<file path="config.mk">
export PLATFORM = sky130hd
export DESIGN_NAME = ps2_rx_frame
export DESIGN_NICKNAME = d
export VERILOG_FILES = /design/src/rtl/ps2_pkg.sv /design/src/rtl/ps2_clk_filter.sv /design/src/rtl/ps2_rx_frame.sv
export SDC_FILE = /design/constraint.sdc
export NUM_CORES = 1
export LEC_CHECK = 0
export BUFFER_PORTS_ARGS = -buffer_cell sky130_fd_sc_hd__clkbuf_2
export CORE_MARGIN = 2
export CORE_UTILIZATION = 40
export DETAILED_ROUTE_END_ITERATION = 8
export GPL_ROUTABILITY_DRIVEN = 0
export MAX_ROUTING_LAYER = met4
export PLACE_DENSITY_LB_ADDON = 0.15
export REMOVE_ABC_BUFFERS = 1
export SYNTH_ARGS = -nofsm -noshare
export SYNTH_HDL_FRONTEND = slang
export SYNTH_HIERARCHICAL = 1
export SYNTH_SLANG_ARGS = --single-unit
</file>
<file path="constraint.sdc">
create_clock -name clk -period 3.3 [get_ports clk]
set_clock_uncertainty 0.05 [all_clocks]
set_input_delay 0.66 -clock clk [delete_from_list [all_inputs] [get_ports clk]]
set_output_delay 0.66 -clock clk [all_outputs]
set_load 0.005 [all_outputs]
</file>
<file path="src/rtl/ps2_pkg.sv">
// Shared PS/2 receive definitions: FSM states, frame layout and the protocol
// prefix codes that the keycode decode stage also uses.
package ps2_pkg;

    typedef enum logic [1:0] {
        IDLE  = 2'd0,
        RECV  = 2'd1,
        CHECK = 2'd2
    } ps2_state_e;

    localparam int PS2_FRAME_BITS = 11;

    localparam logic [7:0] PS2_BREAK_CODE = 8'hF0;
    localparam logic [7:0] PS2_EXT_CODE   = 8'hE0;

    // Bit positions inside the 10-bit shift register once a frame is complete.
    localparam int PS2_STOP_IDX = 9;
    localparam int PS2_PAR_IDX  = 8;

    // Odd parity over data plus parity bit: the XOR of all nine must be 1.
    function automatic logic ps2_parity_ok(input logic [8:0] data_par);
        return ^data_par;
    endfunction

endpackage

</file>
<file path="src/rtl/ps2_clk_filter.sv">
// PS/2 line conditioning: 2-flop synchronisers on both pins, a FILTER_LEN-sample
// deglitcher on the clock line, and a one-cycle pulse on each filtered falling edge.
module ps2_clk_filter
    import ps2_pkg::*;
#(
    parameter int FILTER_LEN = 8
) (
    input  logic clk,
    input  logic reset,
    input  logic ps2c,
    input  logic ps2d,
    output logic ps2d_s,
    output logic fall_edge
);

    logic                  ps2c_meta_q, ps2c_s_q;
    logic                  ps2d_meta_q, ps2d_s_q;
    logic [FILTER_LEN-1:0] filt_q, filt_d;
    logic                  f_ps2c_q, f_ps2c_d;
    logic                  fall_edge_q, fall_edge_d;

    // NOTE: every always_comb output gets a default first so no latch is inferred.
    always_comb begin
        filt_d   = {ps2c_s_q, filt_q[FILTER_LEN-1:1]};
        f_ps2c_d = f_ps2c_q;
        if (&filt_q) begin
            f_ps2c_d = 1'b1;
        end else if (~|filt_q) begin
            f_ps2c_d = 1'b0;
        end
        fall_edge_d = f_ps2c_q & ~f_ps2c_d;
    end

    // Bus idles high, so everything resets to 1 to avoid a false edge out of reset.
    // NOTE: sequential state uses non-blocking assignments only.
    always_ff @(posedge clk) begin
        if (reset) begin
            ps2c_meta_q <= 1'b1;
            ps2c_s_q    <= 1'b1;
            ps2d_meta_q <= 1'b1;
            ps2d_s_q    <= 1'b1;
            filt_q      <= '1;
            f_ps2c_q    <= 1'b1;
            fall_edge_q <= 1'b0;
        end else begin
            ps2c_meta_q <= ps2c;
            ps2c_s_q    <= ps2c_meta_q;
            ps2d_meta_q <= ps2d;
            ps2d_s_q    <= ps2d_meta_q;
            filt_q      <= filt_d;
            f_ps2c_q    <= f_ps2c_d;
            fall_edge_q <= fall_edge_d;
        end
    end

    assign ps2d_s    = ps2d_s_q;
    assign fall_edge = fall_edge_q;

endmodule

</file>
<file path="src/rtl/ps2_rx_frame.sv">
// PS/2 device-to-host frame receiver: start, 8 data bits LSB first, odd parity, stop.
// Define PS2_PARITY_CHECK_EN to reject frames with bad parity; otherwise only stop is checked.
module ps2_rx_frame
    import ps2_pkg::*;
#(
    parameter int FILTER_LEN  = 8,
    parameter int TIMEOUT_CYC = 50000
) (
    input  logic       clk,
    input  logic       reset,
    input  logic       ps2c,
    input  logic       ps2d,
    input  logic       rx_en,
    output logic [7:0] dout,
    output logic       rx_done_tick,
    output logic       frame_err
);

    localparam int TMO_W = $clog2(TIMEOUT_CYC);
    // Abort when the counter would step onto TIMEOUT_CYC-1, so the error pulse
    // lands exactly TIMEOUT_CYC cycles after the last edge.
    localparam logic [TMO_W-1:0] TMO_LAST = TMO_W'(TIMEOUT_CYC - 2);

    logic ps2d_s;
    logic fall_edge;

    ps2_clk_filter #(
        .FILTER_LEN(FILTER_LEN)
    ) u_clk_filter (
        .clk      (clk),
        .reset    (reset),
        .ps2c     (ps2c),
        .ps2d     (ps2d),
        .ps2d_s   (ps2d_s),
        .fall_edge(fall_edge)
    );

    ps2_state_e       state_q, state_d;
    logic [3:0]       n_q, n_d;
    logic [TMO_W-1:0] tmo_q, tmo_d;
    logic [9:0]       b_q, b_d;
    logic [7:0]       dout_q, dout_d;
    logic             tick_q, tick_d;
    logic             err_q, err_d;
    logic             frame_ok;

`ifdef PS2_PARITY_CHECK_EN
    assign frame_ok = b_q[PS2_STOP_IDX] & ps2_parity_ok(b_q[PS2_PAR_IDX:0]);
`else
    assign frame_ok = b_q[PS2_STOP_IDX];
`endif

    always_comb begin
        state_d = state_q;
        n_d     = n_q;
        tmo_d   = tmo_q;
        b_d     = b_q;
        dout_d  = dout_q;
        tick_d  = 1'b0;
        err_d   = 1'b0;
        case (state_q)
            IDLE: begin
                if (fall_edge && rx_en && !ps2d_s) begin
                    state_d = RECV;
                    n_d     = 4'd9;
                    tmo_d   = '0;
                end
            end
            RECV: begin
                if (fall_edge) begin
                    b_d   = {ps2d_s, b_q[9:1]};
                    tmo_d = '0;
                    if (n_q == 4'd0) begin
                        state_d = CHECK;
                    end else begin
                        n_d = n_q - 4'd1;
                    end
                end else if (tmo_q == TMO_LAST) begin
                    state_d = IDLE;
                    err_d   = 1'b1;
                    tmo_d   = '0;
                end else begin
                    tmo_d = tmo_q + TMO_W'(1);
                end
            end
            CHECK: begin
                state_d = IDLE;
                if (frame_ok) begin
                    dout_d = b_q[7:0];
                    tick_d = 1'b1;
                end else begin
                    err_d = 1'b1;
                end
            end
            default: state_d = IDLE;
        endcase
    end

    always_ff @(posedge clk) begin
        if (reset) begin
            state_q <= IDLE;
            n_q     <= '0;
            tmo_q   <= '0;
            b_q     <= '0;
            dout_q  <= '0;
            tick_q  <= 1'b0;
            err_q   <= 1'b0;
        end else begin
            state_q <= state_d;
            n_q     <= n_d;
            tmo_q   <= tmo_d;
            b_q     <= b_d;
            dout_q  <= dout_d;
            tick_q  <= tick_d;
            err_q   <= err_d;
        end
    end

    assign dout         = dout_q;
    assign rx_done_tick = tick_q;
    assign frame_err    = err_q;

endmodule

</file>
==> parameters.txt, run 1 <==
Parameter                              Value

Logic synthesis
  Simple logic cell fraction of the synthesized area    29.5%
  Proportion of synthesized chip area in sequential cells    44.7%
  Synthesized-area fraction occupied by ao, oa, aoi and oai cells    16.7%
  Mean Syn Cell Area    8.81 µm²
  Synth Instances    285
  Number of warnings issued by yosys    6
  Ys flop type    sky130_fd_sc_hd__dfxtp_1
  Number of enable flip-flop cells after synthesis    0
  Proportion of synthesized area in mux cells    0%
  Main combinational cell family by area after synthesis    simple AND/OR/NAND/NOR gates
  Number of library cell types mapped by synthesis    51
  Synth async-reset ratio    0%
  Total of flip-flops plus latches after synthesis    56
  Post-Synthesis Cell Area    0.00251 mm²
  Parity-gate share of the synthesized area counting xor and xnor cells    1.40%
  Adder and majority cell fraction of the synthesized area    3.49%

Global route
  Total congestion overflow after global routing    0
  Maximum number of pins on one net before global-route repair    33
  Vias in the first global route    1891
  Number of antenna violations at the first check in global routing    0
  First-pass GRT wire length    8560 µm
  GRT Total Usage    15.0%

Floorplanning
  Die Footprint    0.00692 mm²
  Placement Rows    28
  Die Height    83.2 µm
  Floorplan die width    83.2 µm
  Core region area    0.00599 mm²
  Starting utilization of the core area    41.9%
  Io pins    15

Worst hold path
  Type of the most critical hold path    reg -> reg
  Hold path startpoint    u_clk_filter/ps2c_meta_q

CTS
  Clock root buffer    sky130_fd_sc_hd__clkbuf_8
  CTS Buffer Depth    2
  CTS Buf Count    5
  Number of buffers inserted for hold repair after clock tree synthesis    0
  Clock latency of the later-clocked register in the worst-skew pair    300 ps
  Number of buffers inserted to repair setup after CTS    0
  CTS clock-pin slew for the worst setup and hold paths    100 ps
  Number of resized instances in the post-cts repair step    0
  Number of clock sinks    56
  H-tree levels    2
  CTS tree    yes

STA
  Final setup fails    0
  Tmin final    2220 ps
  Total negative setup slack    0 ps
  Final Hold Viols    0
  Max-slew violation count    0
  Measured slew at the worst slew-check pin    699 ps
  Highest clock rate    450 MHz
  Worst rel slew slack    53.2%
  Final hold slack    363 ps
  Final worst-path cycle share    67.3%
  Post-layout worst setup margin    1080 ps
  RSZ-0062 raised after global routing    no

Run status
  Outcome    finished clean

Critical path
  Start-to-end type of the worst setup path    reg -> reg
  CP Capture Point    state_q[0]
  Worst r2r path cells    4
  Critical Path Max Stage Delay    610 ps
  Crit Path Max Fanout    16
  Critical path origin    tmo_q[9]
  Register-to-register setup slack    1080 ps
  Crit-path cells    nor4bb_1 -> nand4_1 -> and2_1 -> o311a_1
  Worst reg2reg path startpoint    tmo_q[9]
  Endpoint of the worst-slack reg-to-reg timing path    state_q[0]
  Cell with the biggest individual delay on the critical path    sky130_fd_sc_hd__nand4_1
  Endpoint kind of the worst setup timing path    flip-flop
  Arr. time, crit path    2370 ps
  Worst setup SP type    flip-flop
  Data required time of the critical path    3450 ps

Route
  Vias per Instance    5.40
  Via count of the routed design    1993
  Detailed Routing Iterations Pass 1    4
  Post-route DRC violation count    0
  Routed length per placed instance    13.2 µm
  Final WL    4880 µm
  Routed Antenna Nets    0
  Violation count after the first detailed-routing iteration    119

Place
  Port Buf Inserts    14
  Detailed Place HPWL    3210 µm
  Post-place instance area    0.00263 mm²
  Minimum setup slack after placement    1110 ps

Final layout
  Post-route design area    0.00274 mm²
  Count of nets after finishing    305
  Proportion of layout cells with a drive suffix above 1    13.9%
  Commonest non-fill, non-tap cell in the layout    sky130_fd_sc_hd__dfxtp_1
  Commonest non-fill, non-tap cells in the layout    56 x sky130_fd_sc_hd__dfxtp_1, 45 x sky130_fd_sc_hd__nand2_1, 23 x sky130_fd_sc_hd__a21oi_1
  Count of inserted antenna diode cells    0
  Area Overhead vs Synth    9.22%

Power and ir drop
  Power density normalized to cell area    419 mW/mm²
  Post-route total power    0.00115 W
  Static Leakage    0.894 nW
  Worst voltage drop across the vdd grid    0.189 mV

Run
  # Max-Cap Violations    0
==> registers in the layout (all words and copies together) (netlist names), 2 cells and up <==
name	flops
tmo_q	16
b_q	10
dout	8
u_clk_filter/filt_q	8
n_q	4
state_q	2
==> report_power, final <==
part	internal (W)	total (W)	switching, W
Sequential	0.000678	0.000680	0.00000176
Combinational	0.00000545	0.0000184	0.0000129
Clock	0.000230	0.000450	0.000221
==> cell usage after synthesis, types with 3 or more instances <==
| master | number | area share, % |
|---|---|---|
| sky130_fd_sc_hd__dfxtp_1 | 56 | 45 |
| sky130_fd_sc_hd__nand2_1 | 45 | 6.7 |
| sky130_fd_sc_hd__a21oi_1 | 23 | 4.6 |
| sky130_fd_sc_hd__nand4_1 | 15 | 3.7 |
| sky130_fd_sc_hd__inv_1 | 13 | 1.9 |
| sky130_fd_sc_hd__nand3_1 | 13 | 2.6 |
| sky130_fd_sc_hd__clkbuf_1 | 11 | 1.6 |
| sky130_fd_sc_hd__a31oi_1 | 9 | 2.2 |
| sky130_fd_sc_hd__nor3_1 | 9 | 1.8 |
| sky130_fd_sc_hd__or2_1 | 9 | 2.2 |
| sky130_fd_sc_hd__ha_1 | 7 | 3.5 |
| sky130_fd_sc_hd__nor2_1 | 7 | 1.0 |
| sky130_fd_sc_hd__o21ai_0 | 5 | 1.0 |
| sky130_fd_sc_hd__or2_2 | 4 | 1.0 |
| sky130_fd_sc_hd__xnor2_1 | 4 | 1.4 |
| sky130_fd_sc_hd__and2_1 | 3 | 0.75 |
| sky130_fd_sc_hd__and3_1 | 3 | 0.75 |
| sky130_fd_sc_hd__nand4b_1 | 3 | 1.0 |
==> how the worst min path moves through the flow <==
stage	endpoint	cells past startpoint
floorplan	u_clk_filter/ps2c_s_q	1
global placement	u_clk_filter/ps2c_s_q	1
detailed placement	u_clk_filter/ps2c_s_q	1
CTS	u_clk_filter/ps2c_s_q	1
global route	u_clk_filter/ps2d_s	1
finish	u_clk_filter/ps2c_s_q	1
==> cells by family after synthesis <==
| group | Yosys count |
|---|---|
| adder cells (fa/ha/maj) | 7 |
| flip-flops | 56 |
| AO/OA/AOI/OAI | 61 |
| AND/OR/NAND/NOR | 129 |
| XOR/XNOR | 4 |
| buffers and inverters | 28 |
==> metal layers <==
layer  global-route usage, %  part of all wire, %  vias to the layer above
met4                    4.02                 0.55                        0
met2                    25.1                   46                       34
met3                    2.98                  3.2                        4
li1                        -                    -                     1041
met1                    18.5                   50                      914
met5                       -                    0                        -
==> worst max-delay path: cells and delay by family, from the launching register on <==
kind             cells  cell delay [ps]
AND/OR/NAND/NOR      3             1350
flip-flops           1              400
AO/OA/AOI/OAI        1              320
==> stage by stage <==
stage	utilization, %	std cells
6_report	45.8	369
4_1_cts	45.8	369
3_3_place_gp	43.9	361
3_5_place_dp	43.9	361
2_1_floorplan	-	270
5_1_grt	45.8	369
==> layout make-up <==
| class | instances | area (µm²) |
|---|---|---|
| inverters | 13 | 48.8 |
| clock buffers | 6 | 72.6 |
| flip-flops and latches | 56 | 1120 |
| repair buffers | 16 | 85.1 |
| multi-input cells | 201 | 1280 |
| fillers | 611 | 3250 |
| clock inverters | 2 | 38.8 |
| well taps | 75 | 93.8 |
Note: power is estimated with default switching activity, not from simulation.
==> run 2: changes to the inputs <==
==> constraint.sdc (replaced) <==
create_clock -name clk -period 1.8 [get_ports clk]
set_clock_uncertainty 0.05 [all_clocks]
set_input_delay 0.36 -clock clk [delete_from_list [all_inputs] [get_ports clk]]
set_output_delay 0.36 -clock clk [all_outputs]
set_load 0.005 [all_outputs]
==> run 2 against run 1 <==
Cell count is 10% higher. Hold slack worse by 190 ps. Die area stayed put. Non-clock buffer count is 38 higher. Cell area is 14% higher. Sequential share of layout area is 5.0 points lower. Largest power group unchanged. Setup slack worse by 1100 ps. Via count is 7.1% higher. Clock-buffer cell count is 1 lower. Sequential power is 84% higher. Largest cell class unchanged. Critical endpoint is now tmo_q[12].
==> parameters.txt, run 2 (synthesis gave the netlist of run 1 again) <==
Parameter                              Value

Floorplanning
  Die Footprint    0.00692 mm²
  Starting utilization of the core area    41.9%
  Floorplan die width    83.2 µm
  Placement Rows    28
  Die Height    83.2 µm
  Core region area    0.00599 mm²
  Io pins    15

Route
  Via count of the routed design    2135
  Post-route DRC violation count    0
  Routed length per placed instance    13.2 µm
  Final WL    5380 µm
  Vias per Instance    5.25
  Routed Antenna Nets    0
  Violation count after the first detailed-routing iteration    115
  Detailed Routing Iterations Pass 1    4

Final layout
  Commonest non-fill, non-tap cells in the layout    52 x sky130_fd_sc_hd__dfxtp_1, 45 x sky130_fd_sc_hd__nand2_1, 37 x sky130_fd_sc_hd__buf_4
  Count of inserted antenna diode cells    0
  Commonest non-fill, non-tap cell in the layout    sky130_fd_sc_hd__dfxtp_1
  Number of flip-flops in the largest register    16
  Proportion of layout cells with a drive suffix above 1    29.5%
  Count of nets after finishing    343
  Area of the multi-input gates    0.00139 mm²
  Fill cell instance count of the final layout    574
  Final non-filler cell total    407
  Seq. cell area    0.00113 mm²
  Reg with most FFs    tmo_q
  Largest registers    tmo_q: 16 flops, b_q: 10 flops
  Area Overhead vs Synth    25.0%

Global route
  Number of antenna violations at the first check in global routing    0
  Vias in the first global route    1954
  GRT Total Usage    16.3%
  Global-route met3 utilization    3.08%
  Maximum number of pins on one net before global-route repair    31
  First-pass GRT wire length    9180 µm
  Met2 track demand over resource    25.2%
  Met1 layer usage reported by global route    21.6%
  Total congestion overflow after global routing    0
  Most Crowded Layer GR    met2

CTS
  Clock latency of the later-clocked register in the worst-skew pair    310 ps
  Clock root buffer    sky130_fd_sc_hd__clkbuf_8
  CTS tree    yes
  CTS Buf Count    5
  Number of clock sinks    56
  CTS Buffer Depth    2
  CTS clock-pin slew for the worst setup and hold paths    100 ps
  H-tree levels    2

Critical path
  Endpoint kind of the worst setup timing path    flip-flop
  Endpoint of the worst-slack reg-to-reg timing path    tmo_q[12]
  Crit Path Max Fanout    5
  Arr. time, crit path    1960 ps
  Worst reg2reg path startpoint    state_q[0]
  Register-to-register setup slack    30 ps
  Worst setup SP type    flip-flop
  Critical path origin    state_q[0]
  Data required time of the critical path    1980 ps
  CP Capture Point    tmo_q[12]
  Worst r2r path cells    7
  Start-to-end type of the worst setup path    reg -> reg

Power and ir drop
  Static Leakage    1.10 nW
  Power density normalized to cell area    632 mW/mm²
  Worst voltage drop across the vdd grid    0.384 mV

Place
  Total placed cells including tap cells    392
  Port Buf Inserts    14
  Detailed Place HPWL    3600 µm

Run status
  Outcome    finished clean

Run
  # Max-Cap Violations    0

STA
  Highest clock rate    565 MHz
  Final hold slack    169 ps
  Final worst-path cycle share    98.4%
  Tmin final    1770 ps
  Final setup fails    0
  Total negative setup slack    0 ps
  Max-slew violation count    0
  RSZ-0062 raised after global routing    yes
  Worst rel slew slack    62.0%
  Final Hold Viols    0
  Measured slew at the worst slew-check pin    570 ps

Worst hold path
  Type of the most critical hold path    in -> reg
run 2: where the power goes:
part | switching (W) | internal, W
logic | 0.0000233 | 0.0000114
clock network | 0.000421 | 0.000280
registers | 0.00000350 | 0.00124
total | 0.000447 | 0.00153
run 2: how the worst min path moves through the flow:
stage                             startpoint                       end  slack [ps]  cells past startpoint
floorplan           u_clk_filter/ps2c_meta_q     u_clk_filter/ps2c_s_q         330                      1
global placement    u_clk_filter/ps2c_meta_q     u_clk_filter/ps2c_s_q         330                      1
detailed placement  u_clk_filter/ps2c_meta_q     u_clk_filter/ps2c_s_q         340                      1
CTS                                     ps2d  u_clk_filter/ps2d_meta_q         160                      2
global route                            ps2d  u_clk_filter/ps2d_meta_q         160                      2
finish                                  ps2d  u_clk_filter/ps2d_meta_q         170                      2
run 2: layer usage:
layer	routed length, µm	part of all wire [%]
met1	2560	48
met3	151	2.8
met4	26	0.48
met2	2640	49
met5	0	0
run 2: what timing repair did:
action                                  4_1_cts  5_1_grt
setup buffers                                 3        4
pin swaps                                     2        8
endpoints found under the setup margin        6       25
resized for setup                             9       18
hold buffers                                  0        0
run 2: cell type report:
class                   count  area share [%]
inverters                  13            1.56
clock buffers               5            2.19
flip-flops and latches     56            35.9
repair buffers             54            12.4
well taps                  75            2.99
multi-input cells         201            44.2
clock inverters             3           0.718
run 2: critical path, cell delays in order (launching register included):
cell	delay [ps]
sky130_fd_sc_hd__dfxtp_2	330
sky130_fd_sc_hd__inv_2	70
sky130_fd_sc_hd__ha_4	150
sky130_fd_sc_hd__buf_6	100
sky130_fd_sc_hd__nand4b_4	130
sky130_fd_sc_hd__a211o_1	320
sky130_fd_sc_hd__or3_4	370
sky130_fd_sc_hd__a211oi_2	170
run 2: per-stage QoR:
| stage | setup WS [ps] | cell area (µm²) | power (W) | utilization, % |
|---|---|---|---|---|
| global placement | -64.2 | 2880 | 0.00131 | 48.0 |
| CTS | -31.3 | 3030 | 0.00201 | 50.5 |
| detailed placement | -73.1 | 2880 | 0.00131 | 48.0 |
| global route | -91.8 | 3140 | 0.00207 | 52.4 |
| finish | 28.7 | 3140 | 0.00198 | 52.4 |
| floorplan | -107 | 2450 | 0.00128 | - |
==> run 3: changes to the inputs <==
--- a/config.mk
+++ b/config.mk
@@ -8,9 +8,9 @@
 export BUFFER_PORTS_ARGS = -buffer_cell sky130_fd_sc_hd__clkbuf_2
 export CORE_MARGIN = 2
 export CORE_UTILIZATION = 40
+export CTS_BUF_LIST = sky130_fd_sc_hd__clkbuf_4 sky130_fd_sc_hd__clkbuf_8
 export DETAILED_ROUTE_END_ITERATION = 8
 export GPL_ROUTABILITY_DRIVEN = 0
-export MAX_ROUTING_LAYER = met4
 export PLACE_DENSITY_LB_ADDON = 0.15
 export REMOVE_ABC_BUFFERS = 1
 export SYNTH_ARGS = -nofsm -noshare
==> run 3 against run 2 <==
Via count up 0.70%. Hold slack worse by 0.80 ps. Sequential cell count unchanged. Critical path type unchanged. Largest cell class unchanged. Highest routed layer unchanged.
==> parameters.txt, run 3 (synthesis gave the netlist of run 1 again) <==
Parameter                              Value

STA
  RSZ-0062 raised after global routing    yes
  Final worst-path cycle share    98.1%
  Tmin final    1770 ps
  Worst rel slew slack    62.2%
  Max-slew violation count    0
  Total negative setup slack    0 ps
  Measured slew at the worst slew-check pin    566 ps
  Final Hold Viols    0
  Final setup fails    0
  Highest clock rate    566 MHz

Route
  Detailed Routing Iterations Pass 1    4
  Routed Antenna Nets    0
  Final WL    5390 µm
  Routed length per placed instance    13.3 µm
  Via count of the routed design    2150
  Post-route DRC violation count    0
  Violation count after the first detailed-routing iteration    132
  Vias per Instance    5.28

Power and ir drop
  Net Switching    0.000450 W
  Portion of total power attributed to the clock network    35.4%
  Static Leakage    1.10 nW
  Share of total power in combinational logic    1.7%
  Worst voltage drop across the vdd grid    0.384 mV
  Power density normalized to cell area    633 mW/mm²
  Post-route total power    0.00198 W
  Relative contribution of sequential cells to total power    62.8%
  Switching part of the total power    22.7%
  Cell-internal power    0.00154 W

CTS
  Number of clock sinks    56
  CTS Buf Count    5
  CTS clock-pin slew for the worst setup and hold paths    110 ps
  CTS tree    yes
  H-tree levels    2
  Clock root buffer    sky130_fd_sc_hd__clkbuf_8
  CTS Buffer Depth    2
  Number of buffers inserted for hold repair after clock tree synthesis    0
  Clock latency of the later-clocked register in the worst-skew pair    310 ps

Critical path
  Worst setup SP type    flip-flop
  Endpoint kind of the worst setup timing path    flip-flop
  Crit Path Max Fanout    5
  Register-to-register setup slack    30 ps
  Arr. time, crit path    1950 ps
  Data required time of the critical path    1980 ps
  Start-to-end type of the worst setup path    reg -> reg

Final layout
  Commonest non-fill, non-tap cells in the layout    52 x sky130_fd_sc_hd__dfxtp_1, 45 x sky130_fd_sc_hd__nand2_1, 37 x sky130_fd_sc_hd__buf_4
  Count of nets after finishing    343
  Number of flip-flops in the largest register    16
  Area Overhead vs Synth    25.0%
  Largest registers    tmo_q: 16 flops, b_q: 10 flops
  Reg with most FFs    tmo_q
  Count of inserted antenna diode cells    0
  Fill cell instance count of the final layout    574
  Proportion of layout cells with a drive suffix above 1    29.5%
  Commonest non-fill, non-tap cell in the layout    sky130_fd_sc_hd__dfxtp_1
  Final non-filler cell total    407

Floorplanning
  Placement Rows    28
  Die Height    83.2 µm
  Starting utilization of the core area    41.9%
  Die Footprint    0.00692 mm²
  Io pins    15
  Floorplan die width    83.2 µm
  Core region area    0.00599 mm²

Global route
  GRT Total Usage    15.8%
  Vias in the first global route    1965
  Total congestion overflow after global routing    0
  Number of antenna violations at the first check in global routing    0
  Maximum number of pins on one net before global-route repair    31
  First-pass GRT wire length    9160 µm

Run
  # Max-Cap Violations    0

Worst hold path
  Type of the most critical hold path    in -> reg

Run status
  Outcome    finished clean

Place
  Detailed Place HPWL    3600 µm
  Port Buf Inserts    14
  Total placed cells including tap cells    392
==> run 3: cell counts in the layout (fill, tap and decap cells not counted) <==
No cell type changed its count.
==> run 3: final cells by class <==
class	count	area [µm²]	share of cell area [%]
Clock buffer	5	68.8	2.19
Clock inverter	3	22.5	0.718
Inverter	13	48.8	1.56
Multi-Input combinational cell	201	1390	44.2
Sequential cell	56	1130	35.9
Tap cell	75	93.8	2.99
Timing Repair Buffer	54	390	12.4
==> run 3: what timing repair did <==
item,CTS,global route
gates resized for setup,9,18
endpoints found under the setup margin,6,25
buffers inserted,3,4
gates cloned,0,0
pin swaps,2,8
==> run 3: path summary, 6_finish.rpt <==
kind	start	to	cells after the start
max	state_q[0]	tmo_q[12]	7
min	ps2d	u_clk_filter/ps2d_meta_q	2
max reg2reg	state_q[0]	tmo_q[12]	7
min reg2reg	u_clk_filter/ps2c_meta_q	u_clk_filter/ps2c_s_q	1
==> run 3: power groups by stage <==
stage / Clock, W / Combinational, W / Sequential [W]
6_report: 0.000703 / 0.0000345 / 0.00125
5_1_grt: 0.000782 / 0.0000387 / 0.00125
4_1_cts: 0.000728 / 0.0000353 / 0.00125
3_5_place_dp: 0 / 0.0000355 / 0.00128
3_3_place_gp: 0 / 0.0000355 / 0.00128
2_1_floorplan: 0 / 0.00000780 / 0.00127
==> run 3: routing by layer <==
metal | wire [µm] | track usage, % | vias up
met5 | 0 | 0 | -
met4 | 41 | 5.07 | 0
met3 | 169 | 2.78 | 5
met2 | 2640 | 25.2 | 32
met1 | 2540 | 21.6 | 1000
li1 | - | - | 1113
==> run 3: metrics by stage <==
step / utilization, % / area (µm²) / hold WS, ps / worst slack, ps
after floorplan: - / 2450 / 333 / -107
after global placement: 48.0 / 2880 / 335 / -64.2
after detailed placement: 48.0 / 2880 / 339 / -73.1
after CTS: 50.5 / 3030 / 160 / -31.3
after global routing: 52.4 / 3140 / 162 / -91.8
final: 52.4 / 3140 / 168 / 33.6
==> run 3: worst max-delay path, stage by stage (launching register included) <==
cell	delay (ps)
sky130_fd_sc_hd__dfxtp_2	330
sky130_fd_sc_hd__inv_2	70
sky130_fd_sc_hd__ha_4	150
sky130_fd_sc_hd__buf_6	100
sky130_fd_sc_hd__nand4b_4	130
sky130_fd_sc_hd__a211o_1	320
sky130_fd_sc_hd__or3_4	370
sky130_fd_sc_hd__a211oi_2	170
